### config.mk
export PLATFORM = sky130hd
export DESIGN_NAME = im_loader
export DESIGN_NICKNAME = d
export VERILOG_FILES = /design/src/rtl/im_pkg.sv /design/src/rtl/im_loader.sv
export SDC_FILE = /design/constraint.sdc
export NUM_CORES = 1
export LEC_CHECK = 0
export BUFFER_PORTS_ARGS = -buffer_cell sky130_fd_sc_hd__buf_2
export CORE_MARGIN = 2
export CORE_UTILIZATION = 28
export CTS_CLUSTER_DIAMETER = 40
export DETAILED_ROUTE_END_ITERATION = 8
export SETUP_SLACK_MARGIN = 0.2
export SLEW_MARGIN = 40
export SYNTH_ARGS = -nofsm -noshare
export SYNTH_HDL_FRONTEND = slang
export SYNTH_SLANG_ARGS = --single-unit
### constraint.sdc
create_clock -name clk -period 4.8 [get_ports clk]
set_clock_uncertainty 0.15 [all_clocks]
set_input_delay 0.24 -clock clk [delete_from_list [all_inputs] [get_ports clk]]
set_output_delay 0.24 -clock clk [all_outputs]
set_load 0.005 [all_outputs]
### src/rtl/im_pkg.sv
// Shared constants and state encoding for the instruction-memory loader.
package im_pkg;

    localparam int WORD_W         = 17;
    localparam int OP_W           = 4;
    localparam int REG_W          = 3;
    localparam int IMM_W          = 7;
    localparam int BYTES_PER_WORD = 3;

    typedef enum logic [2:0] {
        S_IDLE,
        S_HDR,
        S_B0,
        S_B1,
        S_B2,
        S_CHK,
        S_DONE,
        S_ERR
    } state_e;

endpackage

### src/rtl/im_loader.sv
// Byte-stream program loader writing 17-bit words into the instruction RAM.
// Optional trailing XOR checksum byte enabled by `define IM_LOADER_CHECKSUM_EN.
module im_loader
    import im_pkg::*;
#(
    parameter int ADDR_W = 5,
    parameter int WORD_W = 17
) (
    input  logic              clk,
    input  logic              reset,
    input  logic              start,
    input  logic [7:0]        rx_data,
    input  logic              rx_valid,
    output logic              rx_ready,
    output logic              we,
    output logic [ADDR_W-1:0] waddr,
    output logic [WORD_W-1:0] wdata,
    output logic              cpu_hold,
    output logic              done,
    output logic              error
);

    localparam int CAP = 1 << ADDR_W;

    // The word layout is hard-wired to three bytes: 1 + 8 + 8 bits.
    if (WORD_W != im_pkg::WORD_W || OP_W + 2 * REG_W + IMM_W != im_pkg::WORD_W
        || BYTES_PER_WORD != 3) begin : g_bad_word
        $error("im_loader: WORD_W must be 17");
    end
    // The header byte must be able to express the full capacity.
    if (ADDR_W < 1 || ADDR_W > 7) begin : g_bad_addr
        $error("im_loader: ADDR_W must be in 1..7");
    end

    state_e              state_q, state_d;
    logic [ADDR_W-1:0]   cnt_q, cnt_d;
    logic [ADDR_W:0]     n_q, n_d;
    logic                hi_q, hi_d;
    logic [7:0]          mid_q, mid_d;
    logic                rx_ready_q, rx_ready_d;
    logic                we_q, we_d;
    logic [ADDR_W-1:0]   waddr_q, waddr_d;
    logic [WORD_W-1:0]   wdata_q, wdata_d;
    logic                cpu_hold_q, cpu_hold_d;
    logic                done_q, done_d;
    logic                error_q, error_d;
    logic                acc;
    logic [ADDR_W:0]     cnt_inc;
`ifdef IM_LOADER_CHECKSUM_EN
    logic [7:0]          xor_q, xor_d;
`endif

    assign acc     = rx_valid && rx_ready_q;
    assign cnt_inc = {1'b0, cnt_q} + {{ADDR_W{1'b0}}, 1'b1};

    always_comb begin
        state_d = state_q;
        cnt_d   = cnt_q;
        n_d     = n_q;
        hi_d    = hi_q;
        mid_d   = mid_q;
        we_d    = 1'b0;
        waddr_d = waddr_q;
        wdata_d = wdata_q;
`ifdef IM_LOADER_CHECKSUM_EN
        xor_d   = xor_q;
        if (acc && (state_q == S_B0 || state_q == S_B1 || state_q == S_B2)) begin
            xor_d = xor_q ^ rx_data;
        end
`endif
        case (state_q)
            S_IDLE, S_DONE, S_ERR: begin
                if (start) begin
                    state_d = S_HDR;
                    cnt_d   = '0;
`ifdef IM_LOADER_CHECKSUM_EN
                    xor_d   = '0;
`endif
                end
            end
            S_HDR: begin
                if (acc) begin
                    if (rx_data == 8'd0 || int'(rx_data) > CAP) begin
                        state_d = S_ERR;
                    end else begin
                        n_d     = rx_data[ADDR_W:0];
                        state_d = S_B0;
                    end
                end
            end
            S_B0: begin
                if (acc) begin
                    if (rx_data[7:1] != 7'd0) begin
                        state_d = S_ERR;
                    end else begin
                        hi_d    = rx_data[0];
                        state_d = S_B1;
                    end
                end
            end
            S_B1: begin
                if (acc) begin
                    mid_d   = rx_data;
                    state_d = S_B2;
                end
            end
            S_B2: begin
                if (acc) begin
                    we_d    = 1'b1;
                    waddr_d = cnt_q;
                    wdata_d = {hi_q, mid_q, rx_data};
                    // Counter wraps to 0 on the final word of a full-capacity load.
                    cnt_d   = cnt_inc[ADDR_W-1:0];
                    if (cnt_inc == n_q) begin
`ifdef IM_LOADER_CHECKSUM_EN
                        state_d = S_CHK;
`else
                        state_d = S_DONE;
`endif
                    end else begin
                        state_d = S_B0;
                    end
                end
            end
            S_CHK: begin
`ifdef IM_LOADER_CHECKSUM_EN
                if (acc) begin
                    state_d = (rx_data == xor_q) ? S_DONE : S_ERR;
                end
`else
                state_d = S_ERR;
`endif
            end
            default: state_d = S_IDLE;
        endcase

        // Status outputs are registered copies of the decoded next state.
        rx_ready_d = (state_d == S_HDR) || (state_d == S_B0) || (state_d == S_B1)
                  || (state_d == S_B2) || (state_d == S_CHK);
        cpu_hold_d = rx_ready_d || (state_d == S_ERR);
        done_d     = (state_d == S_DONE);
        error_d    = (state_d == S_ERR);
    end

    always_ff @(posedge clk) begin
        if (reset) begin
            state_q    <= S_IDLE;
            cnt_q      <= '0;
            n_q        <= '0;
            hi_q       <= 1'b0;
            mid_q      <= '0;
            rx_ready_q <= 1'b0;
            we_q       <= 1'b0;
            waddr_q    <= '0;
            wdata_q    <= '0;
            cpu_hold_q <= 1'b0;
            done_q     <= 1'b0;
            error_q    <= 1'b0;
`ifdef IM_LOADER_CHECKSUM_EN
            xor_q      <= '0;
`endif
        end else begin
            state_q    <= state_d;
            cnt_q      <= cnt_d;
            n_q        <= n_d;
            hi_q       <= hi_d;
            mid_q      <= mid_d;
            rx_ready_q <= rx_ready_d;
            we_q       <= we_d;
            waddr_q    <= waddr_d;
            wdata_q    <= wdata_d;
            cpu_hold_q <= cpu_hold_d;
            done_q     <= done_d;
            error_q    <= error_d;
`ifdef IM_LOADER_CHECKSUM_EN
            xor_q      <= xor_d;
`endif
        end
    end

    assign rx_ready = rx_ready_q;
    assign we       = we_q;
    assign waddr    = waddr_q;
    assign wdata    = wdata_q;
    assign cpu_hold = cpu_hold_q;
    assign done     = done_q;
    assign error    = error_q;

endmodule

[Yosys cells after proc, flatten, opt, wreduce, memory -nomap -nowiden]
Index checks and enable logic that the tools add are counted.
Word-level totals
  input bits: 12
  word-level logic and storage cells: 65
  output and inout port bits: 27
  bits in registers: 50
Operators by class
  magnitude comparators: 1
  bitwise gates (word level): 3
  reductions and logical operators: 18
  $add $sub $neg: 1
  muxes and demuxes: 13
  equality and inequality tests: 17
Operators with widths (number)
  == test 3 bit (second input constant): 8
  2-to-1 mux 3 bit: 8
  case mux 3 bit (6 select lines): 1
  == test 3 x 2 -> 1 bit (second input constant): 4
  2-to-1 mux 5 bit: 2
  case mux 5 bit (2 select lines): 1
  AND reduction 3 bit: 3
  > comparator 8 x 6 -> 1 bit (second input constant): 1
  zero test 8 bit: 1
  nonzero test 7 bit: 1
  adder 5 x 1 -> 6 bit (second input constant): 1
  == test 3 x 1 -> 1 bit (second input constant): 2
  == test 6 bit: 1
  logical OR 1 bit: 6
  != test 2 bit (second input constant): 2
  AND reduction 2 bit: 2
  zero test 3 bit: 1
  inverter 1 bit: 3
  OR reduction 3 bit: 1
  nonzero test 2 bit: 1
  OR reduction 2 bit: 1
  logical AND 1 bit: 1
  2-to-1 mux 1 bit: 1

[Depth between registers and ports, before layout]
Gate-level depths: netlist (run 1).
  depth in word-level cells: 11
  mapped depth: 8
  depth with buffers taken out: 7

[Worst setup path before layout (run 1)]
OpenSTA, ideal clock, no wires.
  path type: in2reg
  start: input rx_data[2]
  end: register cpu_hold_q, in the netlist cpu_hold
  cell stages on the path: 6
  required time: 4.571 ns
  library setup time: 0.079 ns
  slack: 2.796 ns
  arrival time: 1.775 ns
  buffers on the path: 0
  path through: or4_1 > or3_1 > and4b_4 > o21a_1 > o311a_1 > a211oi_2
Between the ends
  longest elaborated chain between the ends: 11
  elaborated cells on any way between the ends: 20
  those cells by class: 1 x order compare; 6 x eq/ne; 5 x mux; 8 x reduce/logical
RTL lines
  from (decl): line im_loader.sv:12  | input logic [7:0] rx_data,
  > comparator 8 x 6 -> 1 bit or zero test 8 bit (tied branches): line im_loader.sv:83  | if (rx_data == 8'd0 || int'(rx_data) > CAP) begin
  logical OR 1 bit: line im_loader.sv:83
  2-to-1 mux 3 bit: line im_loader.sv:83
  2-to-1 mux 3 bit: line im_loader.sv:82  | if (acc) begin
  case mux 3 bit (6 select lines) (*): line im_loader.sv:71  | case (state_q)
  == test 3 x 1 -> 1 bit or == test 3 x 2 -> 1 bit (tied branches): line im_loader.sv:138  | rx_ready_d = (state_d == S_HDR) || (state_d == S_B0) || (state_d == S_B1)
  logical OR 1 bit (2 in series): line im_loader.sv:138
  logical OR 1 bit (2 in series): line im_loader.sv:139  | || (state_d == S_B2) || (state_d == S_CHK);
  logical OR 1 bit (*): line im_loader.sv:140  | cpu_hold_d = rx_ready_d || (state_d == S_ERR);
  to (signal assigned): line im_loader.sv:172  | cpu_hold_q <= cpu_hold_d;
  to (decl): line im_loader.sv:44  | logic cpu_hold_q, cpu_hold_d;
Mark *: on every way between the ends. The rest lies on a longest branch, timed or not.
A chain may end at the register's enable or synchronous reset.

[Worst setup path after layout (run 1)]
  start: register state_q[1]
  end: register cnt_q[3]
Between the ends
  longest elaborated chain between the ends: 4
  elaborated cells on any way between the ends: 10
  those cells by class: 5 x eq/ne; 1 x mux; 4 x reduce/logical
RTL lines
  from (decl): line im_loader.sv:35  | state_e state_q, state_d;
  from (signal assigned): line im_loader.sv:163  | state_q <= state_d;
  == test 3 bit or zero test 3 bit (tied branches): line im_loader.sv:71
  OR reduction 3 bit: line im_loader.sv:71
  != test 2 bit (no line) or nonzero test 2 bit (tied branches)
  AND reduction 3 bit (no line)
  to (signal assigned): line im_loader.sv:164  | cnt_q <= cnt_d;
  to (decl): line im_loader.sv:36  | logic [ADDR_W-1:0] cnt_q, cnt_d;
Parallel ways exist; a longest one is shown, timed or not.

==> flow_metrics.py, run 1 <==
metrics = {
    "run_status": {
        "status": "completed",
    },
    "route": {
        "wl_mm": 4.85,
        "first_pass_iters": 4,
        "drt-initial-drc-count": 153,
        "wl_met2_mm": 2.32,
        "ant_nets": 0,
        "met1_length_mm": 2.30,
        "route.top_layer_used": "met4",
        "wl_met3_um": 177,
        "via_per_inst": 4.83,
        "drc": 0,
        "via_count": 1873,
        "wl_per_cell_um": 12.5,
    },
    "setup_path": {
        "end_kind": "flop",
        "cp-startpoint": "state_q[1]",
        "cp-start-kind": "flop",
        "critPathRequiredTime_ns": 4.88,
        "r2r_start": "state_q[1]",
        "critPathArrivalTime_ns": 2.35,
        "crit_type": "flop to flop",
        "crit_fanout": 26,
    },
    "synthesis": {
        "synth-xor-area-share": 0.0284,
        "synth_area_um2": 2160,
        "synthMuxAreaShare": 0.0788,
        "yosysSeqAreaShare": 0.463,
        "synth_top_area_cell": "dfxtp_1",
        "synth_fp_nets": 271,
        "synth_cell_types": 41,
        "synth-seq-cells": 50,
        "synthAdderAreaFrac": 0.00579,
        "ys_top_cells_by_area": "dfxtp_1 (46%), nand2_1 (8.9%), mux2i_1 (7.9%)",
        "synth_compound_area_frac": 0.137,
        "synth_top_area_frac": 0.463,
        "avgSynthCellArea_um2": 8.37,
        "synth_simple_gate_area_frac": 0.253,
        "synthCells": 258,
        "yosys_warnings": 0,
        "synth_top_family_by_area": "simple AND/OR/NAND/NOR gates",
    },
    "cts": {
        "ctsHoldBuffers": 0,
        "clk_pin_slew_ns": 0.09,
        "cts_buffers": 5,
        "cts_max_path_buffers": 2,
        "clock-sinks": 50,
        "insertion_delay_ns": 0.30,
        "cts_resized": 0,
        "post_cts_buffers": 0,
        "htreeDepth": 2,
        "cts_tree": "built",
        "clockRootBuffer": "clkbuf_8",
    },
    "floorplanning": {
        "io_pins": 39,
        "die_y_um": 91.8,
        "dieArea_um2": 8430,
        "rows": 32,
        "die_width_um": 91.8,
        "floorplan.core_area_um2": 7610,
        "initial_core_util": 0.284,
    },
    "power_and_ir_drop": {
        "finalPower_uw": 751,
        "power_density_nw_per_um2": 297,
        "vdd_drop_max_uv": 184,
        "leakagePower_uw": 0.000957,
    },
    "cells_and_area": {
        "mostFrequentLayoutCell": "nand2_1",
        "drive_gt1_frac": 0.196,
        "syn_to_final_growth_pct": 17.0,
        "finalNetCount": 298,
        "fin_util": 0.332,
        "diodes": 0,
        "fill_cells": 831,
        "design_area_um2": 2530,
        "final_cell_mix": "nand2_1 (51), dfxtp_1 (50), buf_2 (37)",
    },
    "global_routing": {
        "grt.overflow.total": 0,
        "grt_pass1_wl_mm": 8.33,
        "antenna_found_initial": 0,
        "grt_max_degree": 51,
        "grt_pass1_vias": 1757,
        "grtUsageTotal": 0.121,
    },
    "timing": {
        "final-setup-viol-count": 0,
        "report.final.hold_viol_count": 0,
        "slew_headroom": 0.531,
        "hold_slack_ns": 0.0671,
        "grt_setup_unrepaired": "false",
        "post-route-period-util": 0.472,
        "slew_viol_final": 0,
        "worst_pin_slew_ns": 0.702,
        "max_freq_mhz": 441,
        "setup_tns_ns": 0,
        "period_needed_ns": 2.27,
    },
    "place": {
        "dp_hpwl_mm": 3.35,
        "finalWeightedCongestion": 0.766,
        "port_buffers": 38,
        "post_dp_cell_area_um2": 2420,
    },
    "min_path": {
        "min_path_type": "input port to flop",
        "min_from": "rx_data[7]",
    },
    "run": {
        "drv_cap": 0,
    },
}
layer usage:
layer | vias to the layer above | global-route usage
met1 | 893 | 0.155
met4 | 0 | 0.0336
met3 | 6 | 0.0263
met2 | 33 | 0.203
met5 | - | 0
li1 | 941 | -
cell usage after synthesis:
master / count
a211oi_1: 1
nand3_1: 9
clkbuf_1: 16
nor2b_1: 1
o21ai_1: 2
nand3b_1: 2
a32o_1: 1
a21oi_1: 31
buf_2: 1
nand4bb_1: 1
dfxtp_1: 50
and2_1: 1
inv_1: 1
buf_1: 1
o311a_1: 1
and4b_4: 1
or4_1: 1
o21ai_0: 3
o21ai_2: 1
a31oi_1: 1
nor3b_1: 1
o21a_1: 1
o211ai_1: 2
nor2_1: 28
nor3_1: 4
xnor2_1: 3
mux2i_1: 17
o31a_1: 2
nor4_1: 3
xor2_1: 4
and2_2: 1
a211oi_2: 1
ha_1: 1
nor4b_1: 1
nand4_1: 1
a221o_4: 1
or3_1: 3
nand2b_1: 2
and3_1: 3
nand2_1: 51
nor4_2: 2
cell type report:
cell class / count / area [µm²] / share of cell area
multi-input cells: 189 / 1100 / 0.436
flip-flops and latches: 50 / 1000 / 0.396
repair buffers: 38 / 193 / 0.0763
well taps: 102 / 128 / 0.0505
clock buffers: 6 / 82.6 / 0.0327
clock inverters: 2 / 17.5 / 0.00693
inverters: 1 / 3.75 / 0.00149
worst max-delay path, cell delays in order, from the launching register on:
cell	delay, ns
dfxtp_1	0.43
nor2_1	0.32
and2_1	0.21
nand3_2	0.44
or3_1	0.51
a21oi_1	0.14
worst paths after layout:
path	end	slack [ns]	cells past startpoint
worst max-delay path	cnt_q[3]	2.53	5
worst min-delay path	wdata[7]	0.07	3
worst max register to register	cnt_q[3]	2.53	5
worst min register to register	wdata[1]	0.30	2
state kept, by name, summed over array words and instances, names as in the netlist:
signal,cells
done,1
mid_q,8
cpu_hold,1
waddr,5
cnt_q,5
wdata,17
rx_ready,1
hi_q,1
n_q,6
we,1
state_q,3
error,1
power breakdown:
group          switching [µW]  total (µW)  internal [µW]  leakage [µW]
Combinational            37.9        60.3           22.4      0.000503
Sequential               9.43         429            420      0.000404
Clock                     143         262            119     0.0000514
cells by family after synthesis:
logic type / Yosys count
and+or+nand+nor: 116
DFF: 50
AOI/OAI and AO/OA: 48
buffers and inverters: 19
muxes: 17
xor gates and xnor gates: 7
adders and majority gates: 1
stage by stage:
stage | std cells | setup slack (ns)
after floorplan | 258 | 2.80
after detailed placement | 380 | 2.44
after CTS | 388 | 2.52
final | 388 | 2.53
after global routing | 388 | 2.26
after global placement | 380 | 2.24
Note: power is estimated with default switching activity, not from simulation.
==> inputs of run 2 (changes only) <==
==> constraint.sdc (replaced) <==
create_clock -name clk -period 2.1 [get_ports clk]
set_clock_uncertainty 0.15 [all_clocks]
set_input_delay 0.105 -clock clk [delete_from_list [all_inputs] [get_ports clk]]
set_output_delay 0.105 -clock clk [all_outputs]
set_load 0.005 [all_outputs]
==> run 2 against run 1 <==
  * Wire length increased by 13%
  * Design area increased by 12%
  * Total power increased by 150%
  * Critical path type unchanged
  * Critical endpoint is now done
  * Highest routed layer unchanged
==> flow_metrics.py, run 2 (synthesis results as in run 1) <==
metrics = {
    "floorplanning": {
        "io_pins": 39,
        "dieArea_um2": 8430,
        "initial_core_util": 0.284,
        "rows": 32,
        "floorplan.core_area_um2": 7610,
        "die_y_um": 91.8,
        "die_width_um": 91.8,
    },
    "setup_path": {
        "critPathArrivalTime_ns": 2.04,
        "slowest_stage": "dfxtp_2",
        "end_kind": "flop",
        "crit_type": "flop to flop",
        "critPathRequiredTime_ns": 2.18,
        "cp-start-kind": "flop",
        "path_common_cell": "nor4_2",
        "worstPathCellList": "buf_6, and3_4, nand3_4, xnor2_2, nor4_2, buf_4, nor3_2, nor4_2",
        "crit_fanout": 5,
        "ff2ff_path_depth": 8,
        "reg2reg_slack_ns": 0.13,
        "critPathMaxStageDelay_ns": 0.37,
    },
    "timing": {
        "post-route-period-util": 0.938,
        "slew_headroom": 0.653,
        "finalWorstSetupSlack_ns": 0.131,
        "grt_setup_unrepaired": "true",
        "slew_viol_final": 0,
        "period_needed_ns": 1.97,
        "final-setup-viol-count": 0,
        "setup_tns_ns": 0,
        "worst_pin_slew_ns": 0.520,
        "report.final.hold_viol_count": 0,
        "max_freq_mhz": 508,
    },
    "global_routing": {
        "grt_max_degree": 51,
        "grt.overflow.total": 0,
        "grt_pass1_vias": 1850,
        "grt_pass1_wl_mm": 9.02,
        "antenna_found_initial": 0,
        "grtUsageTotal": 0.133,
    },
    "cells_and_area": {
        "final_cell_mix": "nand2_1 (51), dfxtp_1 (44), buf_2 (37)",
        "design_area_um2": 2820,
        "fill_cells": 810,
        "finalNetCount": 324,
        "largest_register_ffs": 17,
        "diodes": 0,
        "seq_area_um2": 1010,
        "drive_gt1_frac": 0.288,
        "syn_to_final_growth_pct": 30.5,
        "multi_input_comb_area_um2": 1160,
        "mostFrequentLayoutCell": "nand2_1",
    },
    "cts": {
        "cts_tree": "built",
        "cts_max_path_buffers": 2,
        "cts_buffers": 5,
        "clock-sinks": 50,
        "clk_pin_slew_ns": 0.10,
        "insertion_delay_ns": 0.31,
        "htreeDepth": 2,
        "clockRootBuffer": "clkbuf_8",
    },
    "route": {
        "via_per_inst": 4.80,
        "drt-initial-drc-count": 95,
        "ant_nets": 0,
        "wl_per_cell_um": 13.2,
        "first_pass_iters": 4,
        "wl_mm": 5.48,
        "via_count": 1986,
        "drc": 0,
    },
    "min_path": {
        "min_path_type": "input port to flop",
        "holdPathStages": 4,
    },
    "power_and_ir_drop": {
        "finalPower_uw": 1870,
        "vdd_drop_max_uv": 311,
        "leakagePower_uw": 0.00111,
        "power_density_nw_per_um2": 663,
    },
    "place": {
        "pre_cts_slack_ns": -0.0150,
        "dp_hpwl_mm": 3.70,
        "port_buffers": 38,
        "post_dp_cell_area_um2": 2540,
        "finalWeightedCongestion": 0.760,
    },
    "run_status": {
        "status": "completed",
    },
    "run": {
        "drv_cap": 0,
    },
}
==> run 2: cell types whose count changed in the layout (fill, tap and decap cells not counted), sizes merged <==
cell         change
dlygate4sd3      +4
inv              +1
bufinv           +1
buf             +22
clkinv           -1
clkbuf           -1
==> run 2: layout make-up <==
class                           instances  share of cell area
Clock buffer                            5              0.0244
Inverter                                1             0.00133
Timing Repair Buffer                   64               0.144
Clock inverter                          3              0.0155
Sequential cell                        50               0.358
Multi-Input combinational cell        189               0.412
Tap cell                              102              0.0453
==> run 2: power breakdown <==
part           internal (µW)  leakage, µW  switching, µW
Combinational           78.0     0.000641            103
Sequential               962     0.000406           18.2
Clock                    358    0.0000585            351
==> run 2: worst paths after layout <==
kind | startpoint | end
worst max-delay path | cnt_q[0] | done
worst min-delay path | rx_data[2] | mid_q[2]
worst max register to register | cnt_q[0] | done
worst min register to register | waddr[1] | waddr[1]
==> run 2: per-stage QoR <==
step	hold slack [ns]	instances	utilization
after floorplan	0.0910	258	-
after global placement	0.249	397	0.333
after detailed placement	0.256	397	0.334
after CTS	0.00343	410	0.358
after global routing	0.00544	414	0.370
final	0.00872	414	0.370
==> run 2: repair_timing <==
action	in CTS	in global routing
hold buffers	4	0
gates resized for setup	7	13
buffers inserted	1	4
pin swaps	4	7
setup endpoints to repair	7	15
hold endpoints to repair	11	0
==> run 2: worst max-delay path: cells and delay by family, from the launching register on <==
family	cells	cell delay, ns
xor gates and xnor gates	1	0.16
buffers and inverters	2	0.33
DFF	1	0.37
and+or+nand+nor	5	0.87
==> run 2: metal layers <==
| metal | wire [µm] | global-route usage | vias up |
|---|---|---|---|
| met5 | 0 | 0 | - |
| met4 | 42 | 0.0299 | 0 |
| li1 | - | - | 993 |
| met2 | 2640 | 0.215 | 25 |
| met1 | 2630 | 0.180 | 963 |
| met3 | 175 | 0.0345 | 5 |
